==> src/rtl/ctrl_pkg.sv <==
// rtl/ctrl_pkg.sv - opcodes, state encoding and datapath select codes for multicycle_ctrl_ws
package ctrl_pkg;

  localparam logic [6:0] OP_LOAD   = 7'b0000011;
  localparam logic [6:0] OP_STORE  = 7'b0100011;
  localparam logic [6:0] OP_R      = 7'b0110011;
  localparam logic [6:0] OP_I      = 7'b0010011;
  localparam logic [6:0] OP_JAL    = 7'b1101111;
  localparam logic [6:0] OP_JALR   = 7'b1100111;
  localparam logic [6:0] OP_BRANCH = 7'b1100011;
  localparam logic [6:0] OP_AUIPC  = 7'b0010111;
  localparam logic [6:0] OP_LUI    = 7'b0110111;
  localparam logic [6:0] OP_SYSTEM = 7'b1110011;

  typedef enum logic [4:0] {
    S_FETCH   = 5'd0,
    S_DECODE  = 5'd1,
    S_MEMADR  = 5'd2,
    S_MEMREAD = 5'd3,
    S_MEMWR   = 5'd4,
    S_MEMWB   = 5'd5,
    S_EXECR   = 5'd6,
    S_EXECI   = 5'd7,
    S_JAL     = 5'd8,
    S_JALR    = 5'd9,
    S_BRANCH  = 5'd10,
    S_AUIPC   = 5'd11,
    S_LUI     = 5'd12,
    S_ALUWB   = 5'd13,
    S_HALT    = 5'd14,
    S_TRAP    = 5'd15
  } state_t;

  localparam logic [2:0] SRC_A_PC    = 3'b000;
  localparam logic [2:0] SRC_A_RS1   = 3'b001;
  localparam logic [2:0] SRC_A_OLDPC = 3'b010;
  localparam logic [2:0] SRC_A_ZERO  = 3'b011;

  localparam logic [2:0] SRC_B_RS2   = 3'b000;
  localparam logic [2:0] SRC_B_FOUR  = 3'b001;
  localparam logic [2:0] SRC_B_IMM   = 3'b010;

  localparam logic [2:0] RES_ALUOUT  = 3'b000;
  localparam logic [2:0] RES_MEMDATA = 3'b001;

  localparam logic [1:0] ADR_PC      = 2'b00;
  localparam logic [1:0] ADR_ALUOUT  = 2'b01;

  localparam logic [1:0] ALU_ADD     = 2'b00;
  localparam logic [1:0] ALU_BRANCH  = 2'b01;
  localparam logic [1:0] ALU_FUNCT   = 2'b10;

  localparam logic [1:0] SIZE_NONE   = 2'b00;
  localparam logic [1:0] SIZE_WORD   = 2'b10;

  // The reserved size code 11 is accessed as a word so 11 never reaches the bus.
  function automatic logic [1:0] access_size(input logic [2:0] f3);
    return (f3[1:0] == 2'b11) ? SIZE_WORD : f3[1:0];
  endfunction

endpackage

==> src/rtl/mem_wait_cnt.sv <==
// rtl/mem_wait_cnt.sv - saturating memory wait-state counter with clear and done flag
module mem_wait_cnt #(
  parameter int MAX = 255,
  parameter int W   = (MAX < 2) ? 1 : $clog2(MAX + 1)
) (
  input  logic clk,
  input  logic reset,
  input  logic clear,
  input  logic inc,
  output logic done
);

  logic [W-1:0] cnt_q;
  logic [W-1:0] cnt_d;

  assign done = (cnt_q == W'(MAX));

  always_comb begin
    cnt_d = cnt_q;
    if (clear) begin
      cnt_d = '0;
    end else if (inc && !done) begin
      cnt_d = cnt_q + W'(1);
    end
  end

  always_ff @(posedge clk) begin
    if (reset) begin
      cnt_q <= '0;
    end else begin
      cnt_q <= cnt_d;
    end
  end

endmodule

==> src/rtl/multicycle_ctrl_ws.sv <==
// rtl/multicycle_ctrl_ws.sv - multicycle RV32I control FSM with memory wait states; CTRL_TRAP_EN enables TRAP
module multicycle_ctrl_ws
  import ctrl_pkg::*;
#(
  parameter int SEL_W       = 3,
  parameter int ADR_W       = 2,
  parameter int ALUOP_W     = 2,
  parameter int MEM_TIMEOUT = 255
) (
  input  logic               clk,
  input  logic               reset,
  input  logic [6:0]         op,
  input  logic [2:0]         funct3,
  input  logic               mem_ready,
  input  logic               resume,
  output logic               mem_req,
  output logic [1:0]         mem_size,
  output logic               load_unsigned,
  output logic               pc_write,
  output logic               ir_write,
  output logic               pc_src,
  output logic               reg_write,
  output logic               imm,
  output logic               mem_write,
  output logic               branch,
  output logic [ADR_W-1:0]   adr_src,
  output logic [ALUOP_W-1:0] alu_op,
  output logic [SEL_W-1:0]   alu_src_a,
  output logic [SEL_W-1:0]   alu_src_b,
  output logic [SEL_W-1:0]   result_src,
  output logic               retire,
  output logic               halted,
  output logic               trap
);

  state_t state_q;
  state_t state_d;
  logic   wait_done;
  logic   mem_timeout;

  mem_wait_cnt #(
    .MAX (MEM_TIMEOUT)
  ) u_wait_cnt (
    .clk   (clk),
    .reset (reset),
    .clear (state_d != state_q),
    .inc   (mem_req && !mem_ready),
    .done  (wait_done)
  );

`ifdef CTRL_TRAP_EN
  localparam state_t ILLEGAL_NEXT = S_TRAP;
  assign mem_timeout = wait_done;
`else
  localparam state_t ILLEGAL_NEXT = S_FETCH;
  logic unused_wait_done;
  assign unused_wait_done = wait_done;
  assign mem_timeout = 1'b0;
`endif

  always_ff @(posedge clk) begin
    if (reset) begin
      state_q <= S_FETCH;
    end else begin
      state_q <= state_d;
    end
  end

  always_comb begin
    state_d = state_q;
    case (state_q)
      S_FETCH: begin
        if (mem_ready)        state_d = S_DECODE;
        else if (mem_timeout) state_d = S_TRAP;
      end
      S_DECODE: begin
        case (op)
          OP_LOAD, OP_STORE: state_d = S_MEMADR;
          OP_R:              state_d = S_EXECR;
          OP_I:              state_d = S_EXECI;
          OP_JAL:            state_d = S_JAL;
          OP_JALR:           state_d = S_JALR;
          OP_BRANCH:         state_d = S_BRANCH;
          OP_AUIPC:          state_d = S_AUIPC;
          OP_LUI:            state_d = S_LUI;
          OP_SYSTEM:         state_d = S_HALT;
          default:           state_d = ILLEGAL_NEXT;
        endcase
      end
      S_MEMADR:  state_d = (op == OP_LOAD) ? S_MEMREAD : S_MEMWR;
      S_MEMREAD: begin
        if (mem_ready)        state_d = S_MEMWB;
        else if (mem_timeout) state_d = S_TRAP;
      end
      S_MEMWR: begin
        if (mem_ready)        state_d = S_FETCH;
        else if (mem_timeout) state_d = S_TRAP;
      end
      S_MEMWB:   state_d = S_FETCH;
      S_EXECR:   state_d = S_ALUWB;
      S_EXECI:   state_d = S_ALUWB;
      S_JAL:     state_d = S_ALUWB;
      S_JALR:    state_d = S_ALUWB;
      S_BRANCH:  state_d = S_FETCH;
      S_AUIPC:   state_d = S_ALUWB;
      S_LUI:     state_d = S_ALUWB;
      S_ALUWB:   state_d = S_FETCH;
      S_HALT:    state_d = resume ? S_FETCH : S_HALT;
      S_TRAP:    state_d = S_TRAP;
      default:   state_d = S_FETCH;
    endcase
  end

  always_comb begin
    mem_req       = 1'b0;
    mem_size      = SIZE_NONE;
    load_unsigned = 1'b0;
    pc_write      = 1'b0;
    ir_write      = 1'b0;
    pc_src        = 1'b0;
    reg_write     = 1'b0;
    imm           = 1'b0;
    mem_write     = 1'b0;
    branch        = 1'b0;
    adr_src       = ADR_W'(ADR_PC);
    alu_op        = ALUOP_W'(ALU_ADD);
    alu_src_a     = SEL_W'(SRC_A_PC);
    alu_src_b     = SEL_W'(SRC_B_RS2);
    result_src    = SEL_W'(RES_ALUOUT);
    retire        = 1'b0;
    halted        = 1'b0;
    trap          = 1'b0;
    case (state_q)
      S_FETCH: begin
        mem_req   = 1'b1;
        mem_size  = SIZE_WORD;
        alu_src_b = SEL_W'(SRC_B_FOUR);
        pc_write  = mem_ready;
        ir_write  = mem_ready;
      end
      S_DECODE: begin
        alu_src_a = SEL_W'(SRC_A_OLDPC);
        alu_src_b = SEL_W'(SRC_B_IMM);
      end
      S_MEMADR: begin
        alu_src_a = SEL_W'(SRC_A_RS1);
        alu_src_b = SEL_W'(SRC_B_IMM);
      end
      S_MEMREAD: begin
        mem_req       = 1'b1;
        adr_src       = ADR_W'(ADR_ALUOUT);
        mem_size      = access_size(funct3);
        load_unsigned = funct3[2];
      end
      S_MEMWR: begin
        mem_req   = 1'b1;
        adr_src   = ADR_W'(ADR_ALUOUT);
        mem_size  = access_size(funct3);
        mem_write = 1'b1;
        retire    = mem_ready;
      end
      S_MEMWB: begin
        reg_write     = 1'b1;
        result_src    = SEL_W'(RES_MEMDATA);
        load_unsigned = funct3[2];
        retire        = 1'b1;
      end
      S_EXECR: begin
        alu_src_a = SEL_W'(SRC_A_RS1);
        alu_op    = ALUOP_W'(ALU_FUNCT);
      end
      S_EXECI: begin
        alu_src_a = SEL_W'(SRC_A_RS1);
        alu_src_b = SEL_W'(SRC_B_IMM);
        alu_op    = ALUOP_W'(ALU_FUNCT);
        imm       = 1'b1;
      end
      S_JAL, S_JALR: begin
        // ALU computes the link value oldPC+4 while the target loads into PC.
        alu_src_a = SEL_W'(SRC_A_OLDPC);
        alu_src_b = SEL_W'(SRC_B_FOUR);
        pc_write  = 1'b1;
        pc_src    = 1'b1;
        imm       = (state_q == S_JALR);
      end
      S_BRANCH: begin
        alu_src_a = SEL_W'(SRC_A_RS1);
        alu_op    = ALUOP_W'(ALU_BRANCH);
        branch    = 1'b1;
        pc_src    = 1'b1;
        retire    = 1'b1;
      end
      S_AUIPC: begin
        alu_src_a = SEL_W'(SRC_A_OLDPC);
        alu_src_b = SEL_W'(SRC_B_IMM);
      end
      S_LUI: begin
        alu_src_a = SEL_W'(SRC_A_ZERO);
        alu_src_b = SEL_W'(SRC_B_IMM);
      end
      S_ALUWB: begin
        reg_write = 1'b1;
        retire    = 1'b1;
      end
      S_HALT: begin
        halted = 1'b1;
      end
      S_TRAP: begin
`ifdef CTRL_TRAP_EN
        trap = 1'b1;
`endif
      end
      default: ;
    endcase
  end

endmodule
==> config.mk <==
export PLATFORM = sky130hd
export DESIGN_NAME = multicycle_ctrl_ws
export DESIGN_NICKNAME = d
export VERILOG_FILES = /design/src/rtl/ctrl_pkg.sv /design/src/rtl/mem_wait_cnt.sv /design/src/rtl/multicycle_ctrl_ws.sv
export SDC_FILE = /design/constraint.sdc
export NUM_CORES = 1
export LEC_CHECK = 0
export ABC_AREA = 1
export BUFFER_PORTS_ARGS = -buffer_cell sky130_fd_sc_hd__buf_4
export CORE_ASPECT_RATIO = 1.1
export CORE_UTILIZATION = 38
export CTS_CLUSTER_DIAMETER = 50
export DETAILED_ROUTE_END_ITERATION = 10
export GPL_TIMING_DRIVEN = 0
export PLACE_DENSITY = 0.74
export SLEW_MARGIN = 30
export SYNTH_ARGS = -nofsm -noshare
export SYNTH_HDL_FRONTEND = slang
export SYNTH_SLANG_ARGS = --single-unit
==> constraint.sdc <==
create_clock -name clk -period 1.1 [get_ports clk]
set_input_delay 0.11 -clock clk [delete_from_list [all_inputs] [get_ports clk]]
set_output_delay 0.11 -clock clk [all_outputs]
set_load 0.02 [all_outputs]
==> impl_results.md <==
* Crit path required time at 0.99 ns
* Relative contribution of combinational cells to total power at 51.7%
* Initial Util at 41.99%
* Upper clock frequency limit at 0.6698 GHz
* Proportion of layout cells with a drive suffix above 1 at 55.08%
* Insertion delay of the later-clocked pin in the worst-skew pair at 0.25 ns
* Class of the tightest hold or removal check: in2reg
* Iteration-0 DRC Markers at 17
* Global-route usage over all layers at 25.12%
* TritonCTS Buffers at 3
* Setup slack on the worst flop-to-flop path at -0.22 ns
* End of the worst register-to-register path: state_q[0]$_SDFFE_PP0P_
* Cell chosen for the clock root: sky130_fd_sc_hd__clkbuf_4
* Dominant synthesized flop cell: sky130_fd_sc_hd__dfxtp_1
* Largest registers: state_q: 4 flops
* Cell area after layout at 1339 µm²
* Clock transition at the registers of the reported paths at 0.05 ns
* Most frequent standard cell in the layout excluding fill and tap cells: sky130_fd_sc_hd__buf_4
* Core Util, Final at 81.99%
* Leakage power figure at 0.7124 nW
* Sort of element at the start of the critical path: flop
* Unrepaired setup endpoints after global routing: true
* Number of global-route vias before repair at 900
* Max Cap Viol at 0
* Total number of vias at 1,016
* Endpoint arrival time on the critical path at 1.38 ns
* Period minus WS final at 1.493 ns
* Power per cell area at 575.8 nW/µm²
* Max-slew violations at 0
* HPWL after detailed placement at 1.600 mm
* Via density per instance at 4.980
* Floorplan row count at 15
* Switching power at 0.3168 mW
* Quantity of hold-fixing buffers added after cts at 0
* Highest-count cells in the layout ignoring fill and taps: sky130_fd_sc_hd__buf_4, sky130_fd_sc_hd__nand2_1, sky130_fd_sc_hd__inv_1, sky130_fd_sc_hd__buf_6, sky130_fd_sc_hd__nor2_1
* WS Path Type: reg2out
* Detailed-router iteration count before antenna repair at 4
* Final antenna-violating net count at 0
* Mapped Cells at 131
* Setup slack after layout at -0.3930 ns
* Total number of nets in the final design at 202
* Area of the die at 1978 µm²
* Cell variety after synth at 22
* Status: finished with violations
* Count of pins on the block boundary at 41
* Count of H-tree levels built during CTS at 1
* Crit path launch: state_q[0]$_SDFFE_PP0P_
* Post-route DRC at 0
* Synth-to-layout area growth at 95.25%
* DIE HEIGHT at 46.55 µm
* Endpoint class of the critical path: output port
* Area inside the core boundary at 1633 µm²
* Async SR Flop Fraction at 0%
* Clock share of power at 27.5%
* Number of buffers added on ports at 34
* Peak supply drop at 0.0005759 V
* Startpoint of the lowest-slack register-to-register path: state_q[3]$_SDFFE_PP0P_
* Initial antenna violation count at 0
* ANT cells at 0
* Crit share post-route at 135.7%
* Layout Skew at 0.007736 ns
* Failing checks: negative setup slack
* CP Max Fanout at 5
* Switching Fraction at 41.09%
* Global placement routability congestion at 0.8894
* Share of the yosys chip area belonging to registers at 11.68%
* First-pass GRT wire length at 3.726 mm
* Minimum setup slack after placement at -0.1929 ns
* CTS tree: built
* Part of the power in registers at 20.8%
* Total of endpoints with negative setup slack in the final report at 25
* Horizontal extent of the die at 42.50 µm
* Worst Hold Margin at 0.03470 ns
* Yosys warns at 0
* Final sum of negative setup slack at -6.262 ns
* Worst setup path endpoint: alu_src_b[1]
* GRT Residual Overflow at 0
* Maximum count of clock buffers along a single path at 2
* Number of enable-type register cells in the synthesized netlist at 0
* R2R depth at 9
* Hold Violations, Final at 0
* Cell internal power dissipation at 0.4541 mW
* Final Non-Filler Cells at 204
* Register with the most flip-flops: state_q
* Mapped cell area at 685.7 µm²
* TritonCTS Sinks at 4
* Total placed cells including tap cells at 187
* Mean routed wirelength per cell at 13.07 µm
* Largest net degree at the start of global routing at 7
* Design Power at 0.7709 mW
* Area after detailed placement at 1041 µm²
* Max reg flops at 4
* Flop and latch count out of synthesis at 4
* Mean cell area of the mapped netlist at 5.234 µm²
* Sum of routed wire length over all layers at 2.666 mm
-- power groups by stage --
| stage | Clock (mW) | Sequential (mW) | Combinational [mW] |
|---|---|---|---|
| 3_3_place_gp | 0 | 0.163 | 0.327 |
| 2_1_floorplan | 0 | 0.161 | 0.213 |
| 6_report | 0.212 | 0.161 | 0.398 |
| 4_1_cts | 0.222 | 0.160 | 0.363 |
| 3_5_place_dp | 0 | 0.163 | 0.330 |
| 5_1_grt | 0.231 | 0.161 | 0.426 |
-- area by class of cell --
class / instances / area [µm²]
buffer: 7 / 56.30
inverter: 24 / 105.1
fill: 110 / 294.0
tap: 17 / 21.27
clock buffer: 4 / 26.28
multi-input combinational: 101 / 633.1
sequential: 4 / 95.09
timing repair buffer: 47 / 401.6
-- layer usage --
metal,vias up,track usage (%),wire length (µm)
met5,-,0,0
met4,0,13.75,55
met3,8,3.529,92
met2,42,48.62,1431
met1,455,26.45,1087
li1,511,-,-
-- kinds of logic after synthesis --
group / after synthesis / synth area share (%)
AOI/OAI and AO/OA: 19 / 16.24
buffers and inverters: 31 / 20.80
DFF: 4 / 11.68
other: 1 / 0.5469
and+or+nand+nor: 76 / 50.73
-- worst min-delay path by stage --
stage                     cells after the start   from                 endpoint
after global placement                        2  reset  state_q[2]$_SDFFE_PP0P_
after CTS                                     2  reset  state_q[2]$_SDFFE_PP0P_
after floorplan                               1  reset  state_q[0]$_SDFFE_PP0P_
final                                         2  reset  state_q[2]$_SDFFE_PP0P_
after detailed placement                      2  reset  state_q[2]$_SDFFE_PP0P_
after global routing                          2  reset  state_q[2]$_SDFFE_PP0P_
-- Yosys cell counts (2+ instances only) --
library cell | n | area share, %
sky130_fd_sc_hd__nor2_1 | 21 | 11
sky130_fd_sc_hd__nand3_1 | 8 | 5.8
sky130_fd_sc_hd__o22ai_1 | 2 | 1.8
sky130_fd_sc_hd__a21oi_1 | 6 | 4.4
sky130_fd_sc_hd__nor3_1 | 2 | 1.5
sky130_fd_sc_hd__dfxtp_1 | 4 | 12
sky130_fd_sc_hd__nand2_2 | 4 | 3.6
sky130_fd_sc_hd__nand2_1 | 31 | 17
sky130_fd_sc_hd__nor2_2 | 5 | 4.6
sky130_fd_sc_hd__inv_2 | 6 | 3.3
sky130_fd_sc_hd__inv_1 | 18 | 9.9
sky130_fd_sc_hd__o211ai_1 | 3 | 3.3
sky130_fd_sc_hd__o21ai_0 | 6 | 4.4
sky130_fd_sc_hd__buf_4 | 7 | 7.7
-- repair_timing --
item                                    4_1_cts  5_1_grt
gates resized for setup                      36       13
cloned                                        0        0
endpoints found under the setup margin       25       25
pin swaps                                     5        2
setup buffers                                 6        7
-- critical path: stages (launching register included) --
cell	delay, ns
sky130_fd_sc_hd__dfxtp_4	0.39
sky130_fd_sc_hd__inv_1	0.07
sky130_fd_sc_hd__nand2_2	0.15
sky130_fd_sc_hd__nor2_2	0.09
sky130_fd_sc_hd__nor2_1	0.16
sky130_fd_sc_hd__o211ai_1	0.12
sky130_fd_sc_hd__buf_4	0.17
Power figures use the tool's default switching activity.
